<file path="src/rtl/bcd_timer_pkg.sv">
// Shared definitions for the BCD interval timer: FSM state encoding,
// BCD digit width, the largest legal digit value and a digit clamp helper.
package bcd_timer_pkg;

   localparam int DIGIT_W = 4;
   localparam logic [DIGIT_W-1:0] DIGIT_MAX = 4'd9;

   typedef enum logic [1:0] {
      ST_IDLE   = 2'd0,
      ST_RUN    = 2'd1,
      ST_PAUSED = 2'd2,
      ST_DONE   = 2'd3
   } state_e;

   // Non-decimal nibbles (A..F) are treated as 9.
   function automatic logic [DIGIT_W-1:0] clamp_digit(input logic [DIGIT_W-1:0] d);
      return (d > DIGIT_MAX) ? DIGIT_MAX : d;
   endfunction

endpackage

</file>
<file path="src/rtl/bcd_digit.sv">
// One BCD digit of the interval timer count.
// Ports:
//   clk, reset   : system clock, asynchronous active-low reset
//   ld, ld_val   : load the digit with ld_val (clamped to 9); wins over en
//   en           : carry/borrow in; step this digit by one
//   up           : 1 = increment, 0 = decrement
//   digit        : registered digit value
//   step_val     : value the digit takes if only en is applied
//   co           : carry (9->0) or borrow (0->9) out to the next digit
module bcd_digit
   import bcd_timer_pkg::*;
(
   input  logic               clk,
   input  logic               reset,
   input  logic               ld,
   input  logic [DIGIT_W-1:0] ld_val,
   input  logic               en,
   input  logic               up,
   output logic [DIGIT_W-1:0] digit,
   output logic [DIGIT_W-1:0] step_val,
   output logic               co
);

   logic [DIGIT_W-1:0] digit_q, digit_d;

   always_comb begin
      step_val = digit_q;
      co       = 1'b0;
      if (en) begin
         if (up) begin
            if (digit_q >= DIGIT_MAX) begin
               step_val = '0;
               co       = 1'b1;
            end else begin
               step_val = digit_q + 4'd1;
            end
         end else begin
            if (digit_q == '0) begin
               step_val = DIGIT_MAX;
               co       = 1'b1;
            end else begin
               step_val = digit_q - 4'd1;
            end
         end
      end
      digit_d = ld ? clamp_digit(ld_val) : step_val;
   end

   always_ff @(posedge clk or negedge reset) begin
      if (!reset) digit_q <= '0;
      else        digit_q <= digit_d;
   end

   assign digit = digit_q;

endmodule

</file>
<file path="src/rtl/bcd_interval_timer.sv">
// BCD interval timer: counts up from 0 to a loaded terminal value, or down
// from a loaded start value to 0, one count per prescaled tick, with pause,
// resume and optional automatic reload.
// Ports:
//   clk, reset          : system clock, asynchronous active-low reset
//   load, load_val      : strobe capturing the BCD reload value
//   mode, auto_reload   : direction (1 = down) and auto-restart, latched on start
//   start, pause        : run/resume/restart strobe, freeze strobe
//   count               : current BCD count
//   running, done       : state flags
//   expired             : one-cycle pulse each time the end value is reached
//
// state     | meaning
// ST_IDLE   | loaded or reset, waiting for start
// ST_RUN    | prescaler advancing, count steps on each tick
// ST_PAUSED | count and prescaler frozen until start
// ST_DONE   | end value reached without auto-reload, count held
module bcd_interval_timer
   import bcd_timer_pkg::*;
#(
   parameter int CLK_HZ  = 50_000_000,
   parameter int TICK_HZ = 1,
   parameter int DIGITS  = 2
) (
   input  logic                    clk,
   input  logic                    reset,
   input  logic                    load,
   input  logic [4*DIGITS-1:0]     load_val,
   input  logic                    mode,
   input  logic                    auto_reload,
   input  logic                    start,
   input  logic                    pause,
   output logic [4*DIGITS-1:0]     count,
   output logic                    running,
   output logic                    done,
   output logic                    expired
);

   localparam int DIV = CLK_HZ / TICK_HZ;
   localparam int PW  = $clog2(DIV);
   localparam int CW  = DIGIT_W * DIGITS;

   state_e          state_q, state_d;
   logic [PW-1:0]   presc_q, presc_d;
   logic [CW-1:0]   reload_q, reload_d;
   logic            mode_q, mode_d;
   logic            ar_q, ar_d;
   logic            fresh_q, fresh_d;
   logic            expired_q, expired_d;

   logic [CW-1:0]   reload_clamped, end_val, start_val, count_step, cnt_ld_val;
   logic            cnt_ld, cnt_up, step_en, tick, at_end, msd_co;

   always_comb begin
      reload_clamped = '0;
      for (int i = 0; i < DIGITS; i++)
         reload_clamped[i*DIGIT_W +: DIGIT_W] = clamp_digit(load_val[i*DIGIT_W +: DIGIT_W]);
   end

   assign end_val   = mode_q ? '0 : reload_q;
   assign start_val = mode_q ? reload_q : '0;
   assign at_end    = (count == end_val);
   assign tick      = (state_q == ST_RUN) && (presc_q == PW'(DIV - 1));
   assign cnt_up    = ~mode_q;
   // A tick sitting on the end value reloads instead of stepping; a strobe
   // in the same cycle takes the cycle and suppresses counting.
   assign step_en   = tick && !at_end && !load && !pause;

   for (genvar i = 0; i < DIGITS; i++) begin : g_dig
      logic en_in, co_out;
      if (i == 0) begin : g_lsd
         assign en_in = step_en;
      end else begin : g_chain
         assign en_in = g_dig[i-1].co_out;
      end
      bcd_digit u_digit (
         .clk      (clk),
         .reset    (reset),
         .ld       (cnt_ld),
         .ld_val   (cnt_ld_val[i*DIGIT_W +: DIGIT_W]),
         .en       (en_in),
         .up       (cnt_up),
         .digit    (count[i*DIGIT_W +: DIGIT_W]),
         .step_val (count_step[i*DIGIT_W +: DIGIT_W]),
         .co       (co_out)
      );
   end

   assign msd_co = g_dig[DIGITS-1].co_out;

   always_comb begin
      state_d    = state_q;
      presc_d    = presc_q;
      reload_d   = reload_q;
      mode_d     = mode_q;
      ar_d       = ar_q;
      fresh_d    = fresh_q;
      expired_d  = 1'b0;
      cnt_ld     = 1'b0;
      cnt_ld_val = start_val;
      if (load) begin
         reload_d   = reload_clamped;
         cnt_ld     = 1'b1;
         cnt_ld_val = mode ? reload_clamped : '0;
         presc_d    = '0;
         fresh_d    = 1'b0;
         state_d    = ST_IDLE;
      end else if (start && (state_q == ST_IDLE || state_q == ST_DONE)) begin
         mode_d     = mode;
         ar_d       = auto_reload;
         cnt_ld     = 1'b1;
         cnt_ld_val = mode ? reload_q : '0;
         presc_d    = '0;
         fresh_d    = 1'b1;
         state_d    = ST_RUN;
      end else if (start && state_q == ST_PAUSED) begin
         state_d = ST_RUN;
      end else if (pause && state_q == ST_RUN) begin
         state_d = ST_PAUSED;
      end else if (state_q == ST_RUN) begin
         presc_d = tick ? '0 : presc_q + 1'b1;
         fresh_d = 1'b0;
         // fresh_q marks the first running cycle after a (re)start, so a run
         // that starts on its end value expires without waiting for a tick.
         if (fresh_q && at_end) begin
            expired_d = 1'b1;
         end else if (tick) begin
            if (at_end) begin
               cnt_ld    = 1'b1;
               expired_d = (start_val == end_val);
            end else begin
               // A carry out of the top digit would be a wrap; end the run.
               expired_d = (count_step == end_val) || msd_co;
            end
         end
         if (expired_d && !ar_q) state_d = ST_DONE;
      end
   end

   always_ff @(posedge clk or negedge reset) begin
      if (!reset) begin
         state_q   <= ST_IDLE;
         presc_q   <= '0;
         reload_q  <= '0;
         mode_q    <= 1'b0;
         ar_q      <= 1'b0;
         fresh_q   <= 1'b0;
         expired_q <= 1'b0;
      end else begin
         state_q   <= state_d;
         presc_q   <= presc_d;
         reload_q  <= reload_d;
         mode_q    <= mode_d;
         ar_q      <= ar_d;
         fresh_q   <= fresh_d;
         expired_q <= expired_d;
      end
   end

   assign running = (state_q == ST_RUN);
   assign done    = (state_q == ST_DONE);
   assign expired = expired_q;

endmodule
</file>
<file path="config.mk">
export PLATFORM = sky130hd
export DESIGN_NAME = bcd_interval_timer
export DESIGN_NICKNAME = d
export VERILOG_FILES = /design/src/rtl/bcd_timer_pkg.sv /design/src/rtl/bcd_digit.sv /design/src/rtl/bcd_interval_timer.sv
export SDC_FILE = /design/constraint.sdc
export NUM_CORES = 1
export LEC_CHECK = 0
export BUFFER_PORTS_ARGS = -buffer_cell sky130_fd_sc_hd__buf_2
export CORE_MARGIN = 10
export CORE_UTILIZATION = 50
export DETAILED_ROUTE_END_ITERATION = 8
export GPL_TIMING_DRIVEN = 0
export PLACE_DENSITY = 0.72
export SYNTH_ARGS = -nofsm -noshare
export SYNTH_HDL_FRONTEND = slang
export SYNTH_HIERARCHICAL = 1
export SYNTH_SLANG_ARGS = --single-unit
</file>
<file path="constraint.sdc">
create_clock -name clk -period 5.4 [get_ports clk]
set_clock_uncertainty 0.15 [all_clocks]
set_input_delay 0.54 -clock clk [delete_from_list [all_inputs] [get_ports clk]]
set_output_delay 0.54 -clock clk [all_outputs]
set_load 0.02 [all_outputs]
</file>
# Word level (Yosys, flattened, before mapping)
# Cells that the tools add are included.
dict set report classes {
  addsub 5
  multipliers 0
  div 0
  order_cmp 6
  eq_ne 9
  shift 0
  n_mux 66
  bitwise 1
  reduce_logical 24
}
# op n
set ops {}
lappend ops {{$mux 26} 6}
lappend ops {{$mux 4} 14}
lappend ops {{$mux 8} 6}
lappend ops {{$mux 1} 34}
lappend ops {{$add 26x1->26 const B} 1}
lappend ops {{$eq 26x26->1 const B} 1}
lappend ops {{$eq 8x8->1} 3}
lappend ops {{$gt 4x4->1 const B} 4}
lappend ops {{$mux 2} 6}
lappend ops {{$reduce_bool 5->1} 2}
lappend ops {{$logic_and 1x1->1} 9}
lappend ops {{$add 4x1->4 const B} 2}
lappend ops {{$ge 4x4->1 const B} 2}
lappend ops {{$logic_not 4->1} 2}
lappend ops {{$sub 4x1->4 const B} 2}
lappend ops {{$ne 3x3->1 const B} 2}
lappend ops {{$eq 2x2->1 const B} 2}
lappend ops {{$logic_not 1->1} 4}
lappend ops {{$reduce_and 2->1} 2}
lappend ops {{$reduce_and 3->1} 1}
lappend ops {{$reduce_bool 3->1} 1}
lappend ops {{$eq 2x1->1 const B} 1}
lappend ops {{$logic_not 2->1} 1}
lappend ops {{$logic_or 1x1->1} 2}
lappend ops {{$not 1->1} 1}
dict set report word_totals {
  reg_bits 48
  latch_bits 0
  ramBits 0
  romBits 0
  inputBits 15
  out_inout_bits 11
  elab_cells 120
  mem_count 0
}

# Logic depth before layout (Yosys ltp)
dict set report depth {
  ltp_word 25
  mapped_depth 23
  depth_no_buf 19
}

# Modules after synthesis
# The synthesis kept the hierarchy.
# module n_inst cells_per_inst area_per_inst_um2 seq_area_each_um2
set by_module_without_submodules {}
lappend by_module_without_submodules {bcd_interval_timer 1 344 2793.9 1001.0}
lappend by_module_without_submodules {bcd_digit 2 55 493.0 100.1}

# Least setup slack after synthesis
# No wires, ideal clock.
dict set report synth_path {
  path_kind {register to register}
  startpoint {reg state_q[1]}
  endpoint {reg state_q[0]}
  setup_time_ns 0.122
  arrival_ns 4.256
  required_ns 5.128
  path_slack_ns 0.873
  stages_incl_launch_ff 24
  n_path_buf 4
  period_less_slack_ns 4.527
  path_cell_list {dfrtp_1 > inv_1 > ha_1 > or4bb_1 > nor3_1 > and4_4 > buf_6 > buf_2 > nor4b_1 > clkbuf_2 > inv_1 > nor2_1 > clkbuf_2 > inv_1 > a21o_1 > a221oi_2 > nor2_1 > xnor2_1 > a31oi_1 > o21ai_0 > a41o_1 > a32oi_1 > mux2i_1 > nand2_1}
}
dict set report synth_via {
  elab_chain_cells 20
  elab_cells_between_ends 34
  classes_between {eq/ne (4); mux (16); reduce/logical (14)}
}
# item line_no
set synth_rtl {}
lappend synth_rtl {{start: declaration} bcd_interval_timer.sv:43} ;# state_e state_q, state_d;
lappend synth_rtl {{start signal: assignment} bcd_interval_timer.sv:150} ;# state_q <= state_d;
lappend synth_rtl {{$eq 2x1->1} -}
lappend synth_rtl {{named net running} bcd_interval_timer.sv:34} ;# output logic running,
lappend synth_rtl {{$logic_and 1x1->1} bcd_interval_timer.sv:63} ;# assign tick = (state_q == ST_RUN) && (presc_q == PW'(DIV - 1));
lappend synth_rtl {{$logic_and 1x1->1 (3 in a row)} bcd_interval_timer.sv:67} ;# assign step_en = tick && !at_end && !load && !pause;
lappend synth_rtl {{named net g_dig[0].en_in} bcd_interval_timer.sv:70} ;# logic en_in, co_out;
lappend synth_rtl {{$mux 1} bcd_digit.sv:29} ;# if (en) begin
lappend synth_rtl {{named net g_dig[0].co_out} bcd_interval_timer.sv:70}
lappend synth_rtl {{$mux 4} bcd_digit.sv:29}
lappend synth_rtl {{named net count_step[7]} bcd_interval_timer.sv:51} ;# logic [CW-1:0] reload_clamped, end_val, start_val, count_step, cnt_ld_val;
lappend synth_rtl {{(+5 left out)} -}
lappend synth_rtl {{$mux 1} bcd_interval_timer.sv:120} ;# end else if (state_q == ST_RUN) begin
lappend synth_rtl {{$mux 1} bcd_interval_timer.sv:118} ;# end else if (pause && state_q == ST_RUN) begin
lappend synth_rtl {{$mux 1} bcd_interval_timer.sv:116} ;# end else if (start && state_q == ST_PAUSED) begin
lappend synth_rtl {{$mux 1} bcd_interval_timer.sv:108} ;# end else if (start && (state_q == ST_IDLE || state_q == ST_DONE)) begin
lappend synth_rtl {{$mux 1} bcd_interval_timer.sv:101} ;# if (load) begin
lappend synth_rtl {{$logic_and 1x1->1} bcd_interval_timer.sv:136} ;# if (expired_d && !ar_q) state_d = ST_DONE;
lappend synth_rtl {{$reduce_bool 5->1 (no line)} -}
lappend synth_rtl {{$reduce_and 2->1 (no line)} -}
# The timed path passes the listed nets, and every way through them passes these cells. The select of a mux whose other input is x is not followed.
# A chain may end at the register's enable or synchronous reset.

# Worst setup path in the final report
dict set report layout_path {
  startpoint {reg state_q[1]}
  endpoint {reg state_q[0]}
}
dict set report layout_via {
  elab_chain_cells 20
  elab_cells_between_ends 34
  classes_between {eq/ne (4); mux (16); reduce/logical (14)}
}
# item line_no
set layout_rtl {}
lappend layout_rtl {{$eq 2x1->1} bcd_interval_timer.sv:63}
lappend layout_rtl {{$logic_and 1x1->1} bcd_interval_timer.sv:63}
lappend layout_rtl {{$logic_and 1x1->1 (3 in a row)} bcd_interval_timer.sv:67}
lappend layout_rtl {{named net g_dig[0].en_in} bcd_interval_timer.sv:70}
lappend layout_rtl {{$mux 1} bcd_digit.sv:29}
lappend layout_rtl {{named net g_dig[0].co_out} bcd_interval_timer.sv:70}
lappend layout_rtl {{$mux 4} bcd_digit.sv:29}
lappend layout_rtl {{named net count_step[7]} bcd_interval_timer.sv:51}
lappend layout_rtl {{(+5 left out)} -}
lappend layout_rtl {{$mux 1} bcd_interval_timer.sv:120}
lappend layout_rtl {{$mux 1} bcd_interval_timer.sv:118}
lappend layout_rtl {{$mux 1} bcd_interval_timer.sv:116}
lappend layout_rtl {{$mux 1} bcd_interval_timer.sv:108}
lappend layout_rtl {{$mux 1} bcd_interval_timer.sv:101}
lappend layout_rtl {{$logic_and 1x1->1} bcd_interval_timer.sv:136}
lappend layout_rtl {{$reduce_bool 5->1 (no line)} -}
lappend layout_rtl {{$reduce_and 2->1 (no line)} -}
# The timed path passes the listed nets, and every way through them passes these cells. The select of a mux whose other input is x is not followed.

==> impl_results.md <==
* Status: completed
* Setup bufs post-CTS at 0
* Final instance area at 4140 sq um
* Complex-gate fraction of the synthesized area at 26.4%
* Worst Tran Pin Value at 1.08 ns
* Bufs and invs on worst path at 6
* CP Class: reg -> reg
* Core ar. at 7290 sq um
* PD cells at 274 nW/um^2
* Antenna violations before repair at 0
* Sw Pwr at 452 uW
* Post-Synth XOR/XNOR Area at 1.85%
* Sequential area share after synthesis at 31.8%
* Syn_area_per_cell at 8.33 sq um
* Final Hold Vio Count at 0
* Cells after Synth at 454
* Post-synth net total at 481
* Ys async rst share at 100%
* Main area contributors after synthesis: dfrtp_1, o21ai_0, a21oi_1
* Die Span X at 107 microns
* Synthesis warning total at 6
* Final Slew Violations at 0
* Largest family of logic cells by synthesized area: simple AND/OR/NAND/NOR gates
* Rows at 31
* Sw Ratio at 40.0%
* Area after DPL at 4030 sq um
* Post-DP HPWL at 7040 microns
* Min cycle time layout at 4.96 ns
* Worst setup EP type: flip-flop
* Final worst slack at 0.444 ns
* Startpoint types: flip-flop
* Arrival time worst endpoint at 5.00 ns
* Cell taking the most area after synthesis: dfrtp_1
* Number of flops mapped to enable cells by yosys at 0
* Worst-path clk slew at 0.09 ns
* Synth top area share at 31.8%
* H-tree Lvls at 2
* Hold WC Path Type: in -> async
* Gr ovfl total at 0
* DR iter-0 viols at 193
* Int Pwr at 680 uW
* Peak Freq at 0.202 GHz
* Slowest CP cell: dfrtp_1
* Synth Area in Adders at 3.97%
* Num Clock Sinks at 48
* Hold slack at 0.277 ns
* R2r setup slk at 0.44 ns
* Initial Util at 51.8%
* DRT antenna net count at 0
* Simple-Gate Fraction of Synth Area at 29.5%
* Setup violators final at 0
* Delay-heaviest family, CP: simple AND/OR/NAND/NOR gates
* Clock buffer depth at 2
* Worst Path Required at 5.45 ns
* Layout area overhead at 9.40%
* Max_slew headroom at 28.0%
* CTS Root Cell: clkbuf_8
* Die area at 11,400 sq um
* Die height at 107 microns
* All-Layer GR Usage at 16.5%
* Routed wire length at 9380 microns
* Avg WL per Cell at 16.0 microns
* Clock share of power at 19.8%
* CP Max Fanout at 19
* N_diodes at 0
* First-pass GRT wire length at 16,000 microns
* Via count at 3,532
* Synthesized area at 3780 sq um
* Share of cells above drive strength 1 at 15.4%
* Max Cap Violations at 0
* Final setup TNS at 0 ns
* Final nets at 512
* PortBufs at 25
* TritonCTS Buffers at 5
* Clock latency on the worst-skew pair at 0.30 ns
* Final Cycle Share at 91.8%
* Yosys reg bits at 48
* Top_reg_cell synth: dfrtp_1
* Gpl congestion at 0.850
* Mux contribution to synthesized area at 1.92%
* Leakage power total at 0.00162 uW
* Count of cell types in the netlist at 72
* Dpl ws at 0.0541 ns
* DRC Markers at 0
* Vias in the first global route at 3,349
* RSZ-0062 raised after global routing: no
* I/O pin cnt at 26
* CP Cell Sequence: inv_1 -> ha_2 -> or4bb_1 -> nor3_1 -> and4_4 -> buf_6 -> nor4b_2 -> clkbuf_4 -> inv_1 -> nor2_1 -> clkbuf_2 -> inv_1 -> a21o_1 -> a221oi_2 -> nor2_1 -> xnor2_1 -> a31oi_1 -> o21ai_0 -> a41o_1 -> a32oi_2 -> mux2i_1 -> nand2_1
* Number of vias per cell at 6.04
* First-pass iteration count of the detailed router at 5
* Combinational group share of total power at 41.5%
* Peak per-stage delay on the critical path at 0.45 ns
* Layout Utilization at 56.7%
* CTS tree: done
* Largest net degree at the start of global routing at 49
* Share of power burned in registers at 38.7%
* Peak supply drop at 125 uV
* CP most frequent cell: inv_1
## state kept, by name, summed over array words and instances (netlist names)
name and cells:
reload_q 8, fresh_q 1, mode_q 1, presc_q 26, g_dig.u_digit/digit 8, ar_q 1
state_q 2, expired 1
## power by group through the flow
stage               sequential, uW  combinational [uW]  clock, uW
finish                         438                 470        224
global route                   446                 519        240
CTS                            438                 467        229
detailed placement             445                 464          0
global placement               444                 452          0
floorplan                      448                 340          0
## final timing paths
kind | from | end | depth (start not counted)
setup / recovery | state_q[1]$_DFFE_PN0P_ | state_q[0]$_DFFE_PN0P_ | 22
hold reg to reg | presc_q[22]$_DFFE_PN0P_ | presc_q[22]$_DFFE_PN0P_ | 1
hold / removal | reset | presc_q[19]$_DFFE_PN0P_ | 1
setup reg to reg | state_q[1]$_DFFE_PN0P_ | state_q[0]$_DFFE_PN0P_ | 22
max in group asynchronous | reset | reload_q[5]$_DFFE_PN0P_ | 1
min in group clk | auto_reload | ar_q$_DFFE_PN0P_ | 3
## routing by layer
| layer | vias to the layer above | global-route usage [%] | routed length, microns | part of all wire, % |
|---|---|---|---|---|
| li1 | 1729 | - | - | - |
| met1 | 1715 | 20.2 | 4120 | 44 |
| met2 | 79 | 29.1 | 4760 | 51 |
| met3 | 9 | 3.17 | 412 | 4.4 |
| met4 | 0 | 4.16 | 78 | 0.83 |
| met5 | - | 0 | 0 | 0 |
## cell type report
class,count,area (sq um)
Tap cell,99,124
Fill cell,692,3160
Multi-Input combinational cell,365,2420
Inverter,18,67.6
Clock buffer,6,82.6
Timing Repair Buffer,25,125
Sequential cell,48,1200
Clock inverter,2,10.0
Buffer,22,103
## timing repair
action | CTS | global route
hold buffers | 0 | 0
gates resized for setup | 0 | 5
setup endpoints to repair | 0 | 3
## kinds of logic (layout without fill, tap and decap cells)
family,after synthesis,after routing
fa+ha+maj,12,12
buf+inv,41,73
flops,48,48
xor+xnor,8,8
compound gates,143,143
simple gates,195,195
mux,7,7
## metrics by stage
stage / cells / power (uW)
after global placement: 578 / 896
after global routing: 585 / 1210
after detailed placement: 578 / 909
after floorplan: 454 / 787
after CTS: 586 / 1130
final: 585 / 1130
## cell usage after synthesis (3+ instances only)
cell      instances
buf_2             4
a211oi_1          3
o31ai_1           3
o21ai_0          49
nand3_1          15
a21oi_1          34
nand2_1          43
nor3_1           10
nor4_1            3
nor4b_1           3
and2_1            3
nor2_1           43
and3_1            5
a22o_1            4
xnor2_1           6
nor4bb_1          5
nand4_1           4
a31oi_1           9
o21a_1            6
ha_1             12
a32o_1            3
nand3b_1          8
clkbuf_1         11
nor2b_1           6
inv_1            18
dfrtp_1          48
buf_1             4
or3_1            12
nand2b_1          7
mux2i_1           5
o21bai_1          4
## layout by cell type, fill, tap and decap left out, types with 4 or more instances in the layout
cell      synthesis  final
nand3_1          15     15
a31oi_1           9      9
buf_2             4     28
nor4bb_1          5      5
xnor2_1           6      6
inv_1            18     18
clkbuf_8          0      6
nor3_1           10     10
nor2b_1           6      6
nand2b_1          7      7
clkbuf_1         11     11
a21oi_1          34     34
nand3b_1          8      8
a22o_1            4      4
nand4_1           4      4
ha_1             12     11
buf_1             4      4
or3_1            12     12
and3_1            5      5
o21bai_1          4      4
o21ai_0          49     49
nand2_1          43     43
nor2_1           43     43
o21a_1            6      6
mux2i_1           5      5
dfrtp_1          48     48
## worst register-to-register path, cell delays in order, from the launching register on
cell and delay, ns:
dfrtp_1 0.45, inv_1 0.08, ha_2 0.24, or4bb_1 0.44, nor3_1 0.18, and4_4 0.25
buf_6 0.18, nor4b_2 0.27, clkbuf_4 0.25, inv_1 0.11, nor2_1 0.12, clkbuf_2 0.21
inv_1 0.11, a21o_1 0.21, a221oi_2 0.28, nor2_1 0.12, xnor2_1 0.16, a31oi_1 0.18
o21ai_0 0.10, a41o_1 0.24, a32oi_2 0.24, mux2i_1 0.22, nand2_1 0.07
(Power assumes the default switching activity.)
